==> src/rtl/gb_bus_pkg.sv <==
// rtl/gb_bus_pkg.sv - shared CPU bus constants and timer types
//
// Purpose: register offsets and IO base addresses for the 0xFFxx IO page,
// the timer reload state type, and the TAC clock-select helper.
// Ports: none (package).
package gb_bus_pkg;

  // IO page base addresses
  localparam logic [15:0] IO_BASE_ADDR    = 16'hFF00;
  localparam logic [15:0] TIMER_BASE_ADDR = 16'hFF04;
  localparam logic [15:0] IF_ADDR         = 16'hFF0F;

  // Timer register offsets from the timer base
  localparam logic [1:0] DIV_OFS  = 2'd0;
  localparam logic [1:0] TIMA_OFS = 2'd1;
  localparam logic [1:0] TMA_OFS  = 2'd2;
  localparam logic [1:0] TAC_OFS  = 2'd3;

  typedef enum logic [1:0] {
    IDLE   = 2'd0,
    DELAY  = 2'd1,
    RELOAD = 2'd2
  } timer_state_t;

  // div_cnt bit that clocks TIMA for a given TAC[1:0] setting
  function automatic logic [3:0] tac_bit(input logic [1:0] clk_sel);
    logic [3:0] b;
    case (clk_sel)
      2'b00:   b = 4'd9;
      2'b01:   b = 4'd3;
      2'b10:   b = 4'd5;
      default: b = 4'd7;
    endcase
    return b;
  endfunction

endpackage

==> src/rtl/gb_timer_edge.sv <==
// rtl/gb_timer_edge.sv - divider counter and TIMA tick edge detector
//
// Purpose: free-running 16-bit divider, TAC bit-select mux and the
// falling-edge detector that produces the TIMA increment tick.
// Ports:
//   clk         system clock
//   rst_n       asynchronous active-low reset
//   div_clr_i   DIV write this cycle (clears the divider)
//   tac_next_i  TAC value after this edge (enable + clock select)
//   div_cnt_o   current divider value
//   tick_o      TIMA increment request for this edge
module gb_timer_edge
  import gb_bus_pkg::*;
(
  input  logic        clk,
  input  logic        rst_n,
  input  logic        div_clr_i,
  input  logic [2:0]  tac_next_i,
  output logic [15:0] div_cnt_o,
  output logic        tick_o
);

  logic [15:0] div_cnt_q, div_cnt_d;
  logic        prev_sig_q;
  logic        sig_next;

  // A DIV write overrides the normal increment
  assign div_cnt_d = div_clr_i ? 16'h0000 : div_cnt_q + 16'd1;

  // Timer signal as it will be after this edge; comparing it with the
  // registered current value makes DIV/TAC writes able to produce a tick.
  assign sig_next = tac_next_i[2] & div_cnt_d[tac_bit(tac_next_i[1:0])];

  always_ff @(posedge clk or negedge rst_n) begin
    if (!rst_n) begin
      div_cnt_q  <= 16'h0000;
      prev_sig_q <= 1'b0;
    end else begin
      div_cnt_q  <= div_cnt_d;
      prev_sig_q <= sig_next;
    end
  end

  assign tick_o    = prev_sig_q & ~sig_next;
  assign div_cnt_o = div_cnt_q;

endmodule

==> src/rtl/gb_timer.sv <==
// rtl/gb_timer.sv - memory-mapped DIV/TIMA/TMA/TAC timer
//
// Purpose: timer register file, TIMA overflow reload sequencer and CPU bus
// decode for the four timer registers at BASE_ADDR..BASE_ADDR+3.
// Ports:
//   clk        system clock (one tick per T-cycle)
//   rst_n      asynchronous active-low reset
//   adr        CPU address
//   data_in    CPU write data
//   wr_en      CPU write strobe
//   data_out   read data, combinational from adr (0xFF when not selected)
//   sel        address decode hit
//   irq_timer  one-cycle timer interrupt request
module gb_timer
  import gb_bus_pkg::*;
#(
  parameter logic [15:0] BASE_ADDR    = TIMER_BASE_ADDR,
  parameter int          RELOAD_DELAY = 4
) (
  input  logic        clk,
  input  logic        rst_n,
  input  logic [15:0] adr,
  input  logic [7:0]  data_in,
  input  logic        wr_en,
  output logic [7:0]  data_out,
  output logic        sel,
  output logic        irq_timer
);

  localparam int CNT_W = (RELOAD_DELAY > 1) ? $clog2(RELOAD_DELAY) : 1;
  localparam logic [CNT_W-1:0] CNT_LOAD = CNT_W'(RELOAD_DELAY - 1);

  timer_state_t     state_q, state_d;
  logic [CNT_W-1:0] cnt_q, cnt_d;
  logic [7:0]       tima_q, tima_d;
  logic [7:0]       tma_q, tma_d;
  logic [2:0]       tac_q, tac_d;

  logic [1:0]  ofs;
  logic        wr_hit, div_wr, tima_wr, tma_wr, tac_wr;
  logic [15:0] div_cnt;
  logic        tick;

  // Bus decode
  assign sel     = (adr[15:2] == BASE_ADDR[15:2]);
  assign ofs     = adr[1:0];
  assign wr_hit  = wr_en & sel;
  assign div_wr  = wr_hit & (ofs == DIV_OFS);
  assign tima_wr = wr_hit & (ofs == TIMA_OFS);
  assign tma_wr  = wr_hit & (ofs == TMA_OFS);
  assign tac_wr  = wr_hit & (ofs == TAC_OFS);

  assign tma_d = tma_wr ? data_in : tma_q;
  assign tac_d = tac_wr ? data_in[2:0] : tac_q;

  gb_timer_edge u_edge (
    .clk        (clk),
    .rst_n      (rst_n),
    .div_clr_i  (div_wr),
    .tac_next_i (tac_d),
    .div_cnt_o  (div_cnt),
    .tick_o     (tick)
  );

  // Reload sequencer and TIMA next-state
  always_comb begin
    state_d = state_q;
    cnt_d   = cnt_q;
    tima_d  = tima_q;
    case (state_q)
      IDLE: begin
        if (tima_wr) begin
          tima_d = data_in;
        end else if (tick) begin
          if (tima_q == 8'hFF) begin
            tima_d  = 8'h00;
            state_d = DELAY;
            cnt_d   = CNT_LOAD;
          end else begin
            tima_d = tima_q + 8'd1;
          end
        end
      end
      DELAY: begin
        // Ticks are dropped here; a TIMA write aborts the pending reload
        if (tima_wr) begin
          tima_d  = data_in;
          state_d = IDLE;
          cnt_d   = '0;
        end else if (cnt_q == '0) begin
          tima_d  = tma_d;
          state_d = RELOAD;
        end else begin
          cnt_d = cnt_q - CNT_W'(1);
        end
      end
      RELOAD: begin
        // TIMA tracks TMA for this cycle, so a TMA write lands in TIMA too;
        // CPU writes to TIMA are lost.
        tima_d  = tma_d;
        state_d = IDLE;
      end
      default: begin
        state_d = IDLE;
        cnt_d   = '0;
      end
    endcase
  end

  always_ff @(posedge clk or negedge rst_n) begin
    if (!rst_n) begin
      state_q <= IDLE;
      cnt_q   <= '0;
      tima_q  <= 8'h00;
      tma_q   <= 8'h00;
      tac_q   <= 3'b000;
    end else begin
      state_q <= state_d;
      cnt_q   <= cnt_d;
      tima_q  <= tima_d;
      tma_q   <= tma_d;
      tac_q   <= tac_d;
    end
  end

  assign irq_timer = (state_q == RELOAD);

  // Read mux
  always_comb begin
    data_out = 8'hFF;
    if (sel) begin
      case (ofs)
        DIV_OFS:  data_out = div_cnt[15:8];
        TIMA_OFS: data_out = tima_q;
        TMA_OFS:  data_out = tma_q;
        default:  data_out = {5'b11111, tac_q};
      endcase
    end
  end

endmodule

==> config.mk <==
export PLATFORM = sky130hd
export DESIGN_NAME = gb_timer
export DESIGN_NICKNAME = d
export VERILOG_FILES = /design/src/rtl/gb_bus_pkg.sv /design/src/rtl/gb_timer_edge.sv /design/src/rtl/gb_timer.sv
export SDC_FILE = /design/constraint.sdc
export NUM_CORES = 1
export LEC_CHECK = 0
export ABC_CLOCK_PERIOD_IN_PS = 2800
export BUFFER_PORTS_ARGS = -buffer_cell sky130_fd_sc_hd__buf_2
export CAP_MARGIN = 20
export CORE_ASPECT_RATIO = 1.5
export CORE_MARGIN = 2
export CORE_UTILIZATION = 45
export CTS_BUF_LIST = sky130_fd_sc_hd__clkbuf_8 sky130_fd_sc_hd__clkbuf_16
export DETAILED_ROUTE_END_ITERATION = 6
export GPL_TIMING_DRIVEN = 0
export PLACE_DENSITY_LB_ADDON = 0.2
export SLEW_MARGIN = 20
export SYNTH_ARGS = -nofsm -noshare
export SYNTH_HDL_FRONTEND = slang
export SYNTH_HIERARCHICAL = 1
export SYNTH_SLANG_ARGS = --single-unit
==> constraint.sdc <==
create_clock -name clk -period 2.8 [get_ports clk]
set_clock_uncertainty 0.05 [all_clocks]
set_input_delay 0.28 -clock clk [delete_from_list [all_inputs] [get_ports clk]]
set_output_delay 0.28 -clock clk [all_outputs]
set_load 0.03 [all_outputs]
# == After elaboration in Yosys (flattened, before gate mapping) ==
# Cells that the tools add are included.
# op_classes
n_addsub,3
n_lt_le_gt_ge,1
eq_ne,15
n_mux,26
bitwise_logic,9
reduce_logical,8
# ops
operator,n
8-bit 2-to-1 mux,7
8-bit one-hot mux with 3 select lines,2
2-bit 2-to-1 mux,10
16-bit by 1-bit adder with 16-bit output (second input constant),1
16-bit 2-to-1 mux,1
14-bit equality test (second input constant),1
4-bit one-hot mux with 3 select lines,1
3-bit != test (second input constant),3
8-bit by 1-bit adder with 8-bit output (second input constant),1
2-bit equality test (second input constant),4
8-bit equality test (second input constant),1
2-bit logical NOT,4
1-bit bitwise AND,7
2-bit by 1-bit equality test with 1-bit output (second input constant),3
2-bit != test (second input constant),3
2-bit one-hot mux with 3 select lines,1
4-bit by 5-bit less-than comparator with 1-bit output (second input constant),1
5-bit AND reduction,1
1-bit binary-select mux with 4-bit select,1
2-bit one-hot mux with 2 select lines,1
4-bit AND reduction,1
3-bit 2-to-1 mux,1
3-bit AND reduction,1
3-bit nonzero test,1
other kinds (3),4
# word_totals
register_bits,40
in_bits,27
out_inout_bits,10
wordCells,69

# == Depth between registers and ports, before layout ==
# logic_depth
ltp_word,14
depth_mapped,16
depth_no_buf,13

# == Modules after synthesis ==
# Netlist, hierarchy kept.
# by_module_without_submodules
mod,n_inst,cells_each,area_per_inst_um2,seq_area_each_um2
gb_timer,1,175,1662.8,575.6
gb_timer_edge,1,87,908.4,425.4

# == Worst setup path before layout ==
# OpenSTA, ideal clock, no wires.
# synth_timing
path_kind,input to register
start,input port adr[3]
end,register cnt_q[1]
setup_time_ps,128
arrival_ps,3659
t_required_ps,2622
slack_ps,-1037
stages,14
path_buffers,2
path_cell_list,or4b_4 nor4_4 clkbuf_1 nand2_1 nor3_1 buf_2 nor2_1 nand3_1 nand2_1 a221o_1 a221oi_2 a31oi_1 a311o_1 mux2_1
# synth_between
elab_cells_between_ends,22
cone_classes,eq/ne: 6; mux: 7; bitwise: 7; reduce/logical: 2
# synth_rtl
item,line_no,text
from (decl),gb_timer.sv:22,"input logic [15:0] adr,"
14-bit equality test,gb_timer.sv:45,assign sel = (adr[15:2] == BASE_ADDR[15:2]);
via sel,gb_timer.sv:26,"output logic sel,"
1-bit bitwise AND,gb_timer.sv:47,assign wr_hit = wr_en & sel;
1-bit bitwise AND,gb_timer.sv:48,assign div_wr = wr_hit & (ofs == DIV_OFS);
via div_wr,gb_timer.sv:40,"logic wr_hit, div_wr, tima_wr, tma_wr, tac_wr;"
16-bit 2-to-1 mux,gb_timer_edge.sv:28,assign div_cnt_d = div_clr_i ? 16'h0000 : div_cnt_q + 16'd1;
1-bit binary-select mux with 4-bit select,gb_timer_edge.sv:32,assign sig_next = tac_next_i[2] & div_cnt_d[tac_bit(tac_next_i[1:0])];
1-bit 2-to-1 mux (not written as such),gb_timer_edge.sv:32,
1-bit bitwise AND,gb_timer_edge.sv:32,
1-bit inverter,gb_timer_edge.sv:44,assign tick_o = prev_sig_q & ~sig_next;
1-bit bitwise AND,gb_timer_edge.sv:44,
via tick,gb_timer.sv:42,logic tick;
2-bit != test (no source line),-,
5-bit AND reduction (no source line),-,
to (signal assigned),gb_timer.sv:119,cnt_q <= cnt_d;
to (decl),gb_timer.sv:34,"logic [CNT_W-1:0] cnt_q, cnt_d;"
# The timed path passes the listed nets, and every way through them passes these cells. The select of a mux whose other input is x is not followed.
# A chain may end at the register's enable or synchronous reset.

# == Final worst setup path ==
# layout_timing
start,input port adr[6]
end,register tima_q[7]
# layout_between
elab_chain_len,13
elab_cells_between_ends,25
cone_classes,eq/ne: 5; mux: 10; bitwise: 8; reduce/logical: 2
# layout_lines
item,line_no,text
14-bit equality test (*),gb_timer.sv:45,
1-bit bitwise AND (*),gb_timer.sv:47,
1-bit bitwise AND (*),gb_timer.sv:51,assign tac_wr = wr_hit & (ofs == TAC_OFS);
3-bit 2-to-1 mux (*),gb_timer.sv:54,assign tac_d = tac_wr ? data_in[2:0] : tac_q;
via tac_d[0],gb_timer.sv:37,"logic [2:0] tac_q, tac_d;"
"2-bit equality test, or another cell as far along",gb_bus_pkg.sv:28,case (clk_sel)
4-bit one-hot mux with 3 select lines (*),gb_bus_pkg.sv:28,
1-bit binary-select mux with 4-bit select (*),gb_timer_edge.sv:32,
1-bit 2-to-1 mux (not written as such) (*),gb_timer_edge.sv:32,
1-bit bitwise AND (*),gb_timer_edge.sv:32,
1-bit inverter (*),gb_timer_edge.sv:44,
1-bit bitwise AND (*),gb_timer_edge.sv:44,
via tick,gb_timer.sv:42,
3-bit != test (no source line) (*),-,
3-bit AND reduction (no source line) (*),-,
to (signal assigned),gb_timer.sv:120,tima_q <= tima_d;
to (decl),gb_timer.sv:35,"logic [7:0] tima_q, tima_d;"
# Mark *: on every way through the listed nets, which the timed path passes. The rest lies on a longest branch. The select of a mux whose other input is x is not followed.

==> run_results.csv <==
group,metric,value,unit
run_status,status,"finished with violations",
detailed_routing,vias,2244,
synth,syn_area,2570,um^2
power_and_ir_drop,vdd_ir_drop_max,434,uV
synth,synth_edf_count,0,
finish,drive_gt1_share,32.4,%
synth,synth_ff_type,"dfrtp_1",
power_and_ir_drop,p_leak,1.37,nW
detailed_routing,viasPerCell,5.70,
detailed_routing,drc,0,
detailed_routing,wl_met3,230,um
power_and_ir_drop,powerDensity,380,nW/um^2
sta,setup_ws,-389,ps
setup_path,r2r_cells,11,
floorplanning,die_y,96.6,um
sta,period_share,114,%
cts,clockBufferDepth,2,
sta,maxSlewViolCount,0,
sta,setup_viol_count_final,11,
sta,fin_setup_tns,-3540,ps
detailed_routing,routedWlPerCell,16.5,um
power_and_ir_drop,seqPwrFrac,51.1,%
setup_path,slowest_stage,"or4b_4",
global_routing,grt_start_max_net_pins,41,
power_and_ir_drop,p_int,0.917,mW
setup_path,reg2reg_from,"u_edge/div_cnt_o[0]$_DFF_PN0_",
synth,yosysMostFrequentCell,"dfrtp_1",
detailed_routing,postRouteWirelength,6510,um
finish,fin_nets,357,
power_and_ir_drop,swShare,24.7,%
run,maxCapViolations,0,
placed_design,hpwl,4650,um
detailed_routing,met1_length,2590,um
synth,syn_nets,296,
floorplanning,die_w,65.7,um
synth,yosysSeqAreaShare,38.9,%
floorplanning,pin_count,37,
setup_path,crit_buf_inv,3,
cts,clockRootBuffer,"clkbuf_8",
floorplanning,coreArea,5490,um^2
synth,syn_inst,262,
setup_path,required,2930,ps
global_routing,grt.overflow.total,0,
sta,rsz0062_at_grt,"true",
cts,insertion_delay,300,ps
global_routing,grt_pass1_vias,2175,
sta,relSlewSlack,38.6,%
floorplanning,num_rows,33,
finish,final_core_util,58.3,%
sta,hold_slack,64.5,ps
global_routing,antenna_found_initial,0,
synth,ys_ff_latch,40,
synth,synth_area_leaders,"dfrtp_1 39%, mux2_2 4.4%, ha_1 3.4%, xnor2_1 3.4%, nand2_1 3.4%",
setup_path,path_class,"input port to flop",
power_and_ir_drop,p_comb_share,9.8,%
floorplanning,die_area,6350,um^2
detailed_routing,wl_met2,3570,um
power_and_ir_drop,p_switching,0.301,mW
cts,clkSlewWorstSetupHoldPaths,80,ps
floorplanning,start_util,46.8,%
finish,diodes,0,
setup_path,cp-start-kind,"input port",
setup_path,rr_endpoint,"tima_q[7]$_DFFE_PN0P_",
synth,synth_commonest_cells,"40 x dfrtp_1, 23 x nand2_1, 18 x nor2_1, 14 x inv_1, 13 x a21oi_1",
placed_design,place.gp.congestion,0.842,
global_routing,grt_pass1_wl,10500,um
setup_path,cpPeakStageDelay,540,ps
cts,h-tree-depth,2,
setup_path,critical-path-top-delay-family,"simple AND/OR/NAND/NOR gates",
finish,instances_no_fill,394,
detailed_routing,ant_nets,0,
setup_path,worst_ep_arrival_time,3320,ps
cts,cts.sinks,40,
setup_path,cp_common_cell,"buf_4",
global_routing,grt_usage,21.9,%
synth,yosys.area.top_type_share,38.9,%
run_status,failed_checks,"negative setup slack",
setup_path,crit_start,"adr[6]",
setup_path,path_max_fanout,4,
finish,syn2layout_area_growth,24.6,%
sta,fmax,0.314,GHz
synth,synth.distinct_cells,51,
sta,min_period,3190,ps
cts,tritoncts,"built",
sta,worst_pin_slew,921,ps
min_path,worstHoldPathType,"input port to asynchronous set/reset pin",
sta,final_hold_viol_count,0,
detailed_routing,drt_iter0_drc,121,
power_and_ir_drop,clkPwrFrac,39.1,%
cts,numCtsBuffers,5,
setup_path,crit_chain,"buf_6, or4b_4, nor4_4, nand4_1, mux2_4, nor2b_4, a221o_1, a221oi_4, buf_4, o22ai_4, buf_4, nor3_2, nor2_1, o32a_1",
setup_path,r2r_slack,-30,ps
synth,yosysTopAreaCell,"dfrtp_1",
synth,yosysWarnings,6,
synth,ys_async_sr_fraction,100,%
setup_path,cp-end-kind,"flop",
placed_design,dp.cells,368,
detailed_routing,firstDrtPassIters,4,
synth,avgSynthCellArea,9.81,um^2
detailed_routing,maxUsedRoutingLayer,"met4",
placed_design,io_buffers,36,
cts,hold_buffers,0,
## timing repair
action | in CTS | in global routing
gates cloned | 1 | 0
setup buffers | 12 | 6
endpoints found under the setup margin | 12 | 12
gates resized for setup | 10 | 11
pin swaps | 11 | 9
## layout by cell type, fill, tap and decap left out, types with 7 or more instances in the layout
cell type / instances
o21ai_0: 7
dfrtp_1: 40
xor2_1: 7
mux2_2: 8
a21oi_1: 10
buf_4: 19
nor2_1: 17
xnor2_1: 10
buf_2: 37
inv_1: 14
ha_1: 7
nand3_1: 11
nand2_1: 22
nor2b_1: 10
## cell families (layout without fill, tap and decap cells)
logic type / after synthesis / after routing / synth area share [%]
and+or+nand+nor: 97 / 97 / 23.0
AOI/OAI and AO/OA: 54 / 54 / 14.1
buffers and inverters: 25 / 87 / 3.99
xor gates and xnor gates: 17 / 17 / 5.79
DFF: 40 / 40 / 38.9
adders and majority gates: 7 / 7 / 3.41
muxes: 22 / 22 / 10.9
## worst reg2reg max path: stages, from the launching register on
cell	delay, ps
dfrtp_1	480
nand3_1	140
or3_1	340
xnor2_1	150
a221o_1	380
a221oi_4	330
buf_4	180
o22ai_4	80
buf_4	160
nor3_2	100
nor2_1	50
o32a_1	280
## sequential cells by signal, indices dropped and copies added, names as in the netlist
name / count
tima_q: 8
tma_q: 8
tac_q: 3
cnt_q: 2
u_edge/prev_sig_q: 1
state_q: 2
u_edge/div_cnt_o: 16
## worst max path at each step
stage / endpoint / slack, ps / cells after the start
finish: tima_q[7]$_DFFE_PN0P_ / -390 / 14
global route: tima_q[2]$_DFFE_PN0P_ / -500 / 14
global placement: tima_q[6]$_DFFE_PN0P_ / -1010 / 17
floorplan: cnt_q[1]$_DFFE_PN0P_ / -540 / 14
CTS: tima_q[1]$_DFFE_PN0P_ / -480 / 18
detailed placement: tima_q[6]$_DFFE_PN0P_ / -1010 / 17
## stage by stage
stage / area, um^2 / power, mW / worst slack, ps
global route: 3200 / 1.28 / -504
floorplan: 2600 / 0.701 / -536
global placement: 2870 / 0.751 / -1010
CTS: 3130 / 1.23 / -479
finish: 3200 / 1.22 / -389
detailed placement: 2870 / 0.753 / -1010
## power by group through the flow
| stage | clock network (mW) | registers [mW] | logic, mW |
|---|---|---|---|
| after CTS | 0.490 | 0.622 | 0.120 |
| after floorplan | 0 | 0.628 | 0.0722 |
| after global routing | 0.518 | 0.625 | 0.136 |
| after detailed placement | 0 | 0.634 | 0.120 |
| after global placement | 0 | 0.633 | 0.117 |
| final | 0.476 | 0.622 | 0.120 |
## layout make-up
cell class              instances  area [um^2]
fillers                       478         2290
multi-input cells             197         1560
flip-flops and latches         40         1000
repair buffers                 55          333
well taps                      70         87.6
clock buffers                   5         68.8
plain buffers                  10         58.8
inverters                      14         52.6
clock inverters                 3         42.5
## layer usage
| layer | vias to the layer above | GRT usage [%] |
|---|---|---|
| met1 | 1120 | 24.3 |
| met5 | - | 0 |
| met2 | 40 | 41.1 |
| met4 | 0 | 7.64 |
| li1 | 1075 | - |
| met3 | 9 | 3.94 |
(Power assumes the default switching activity.)
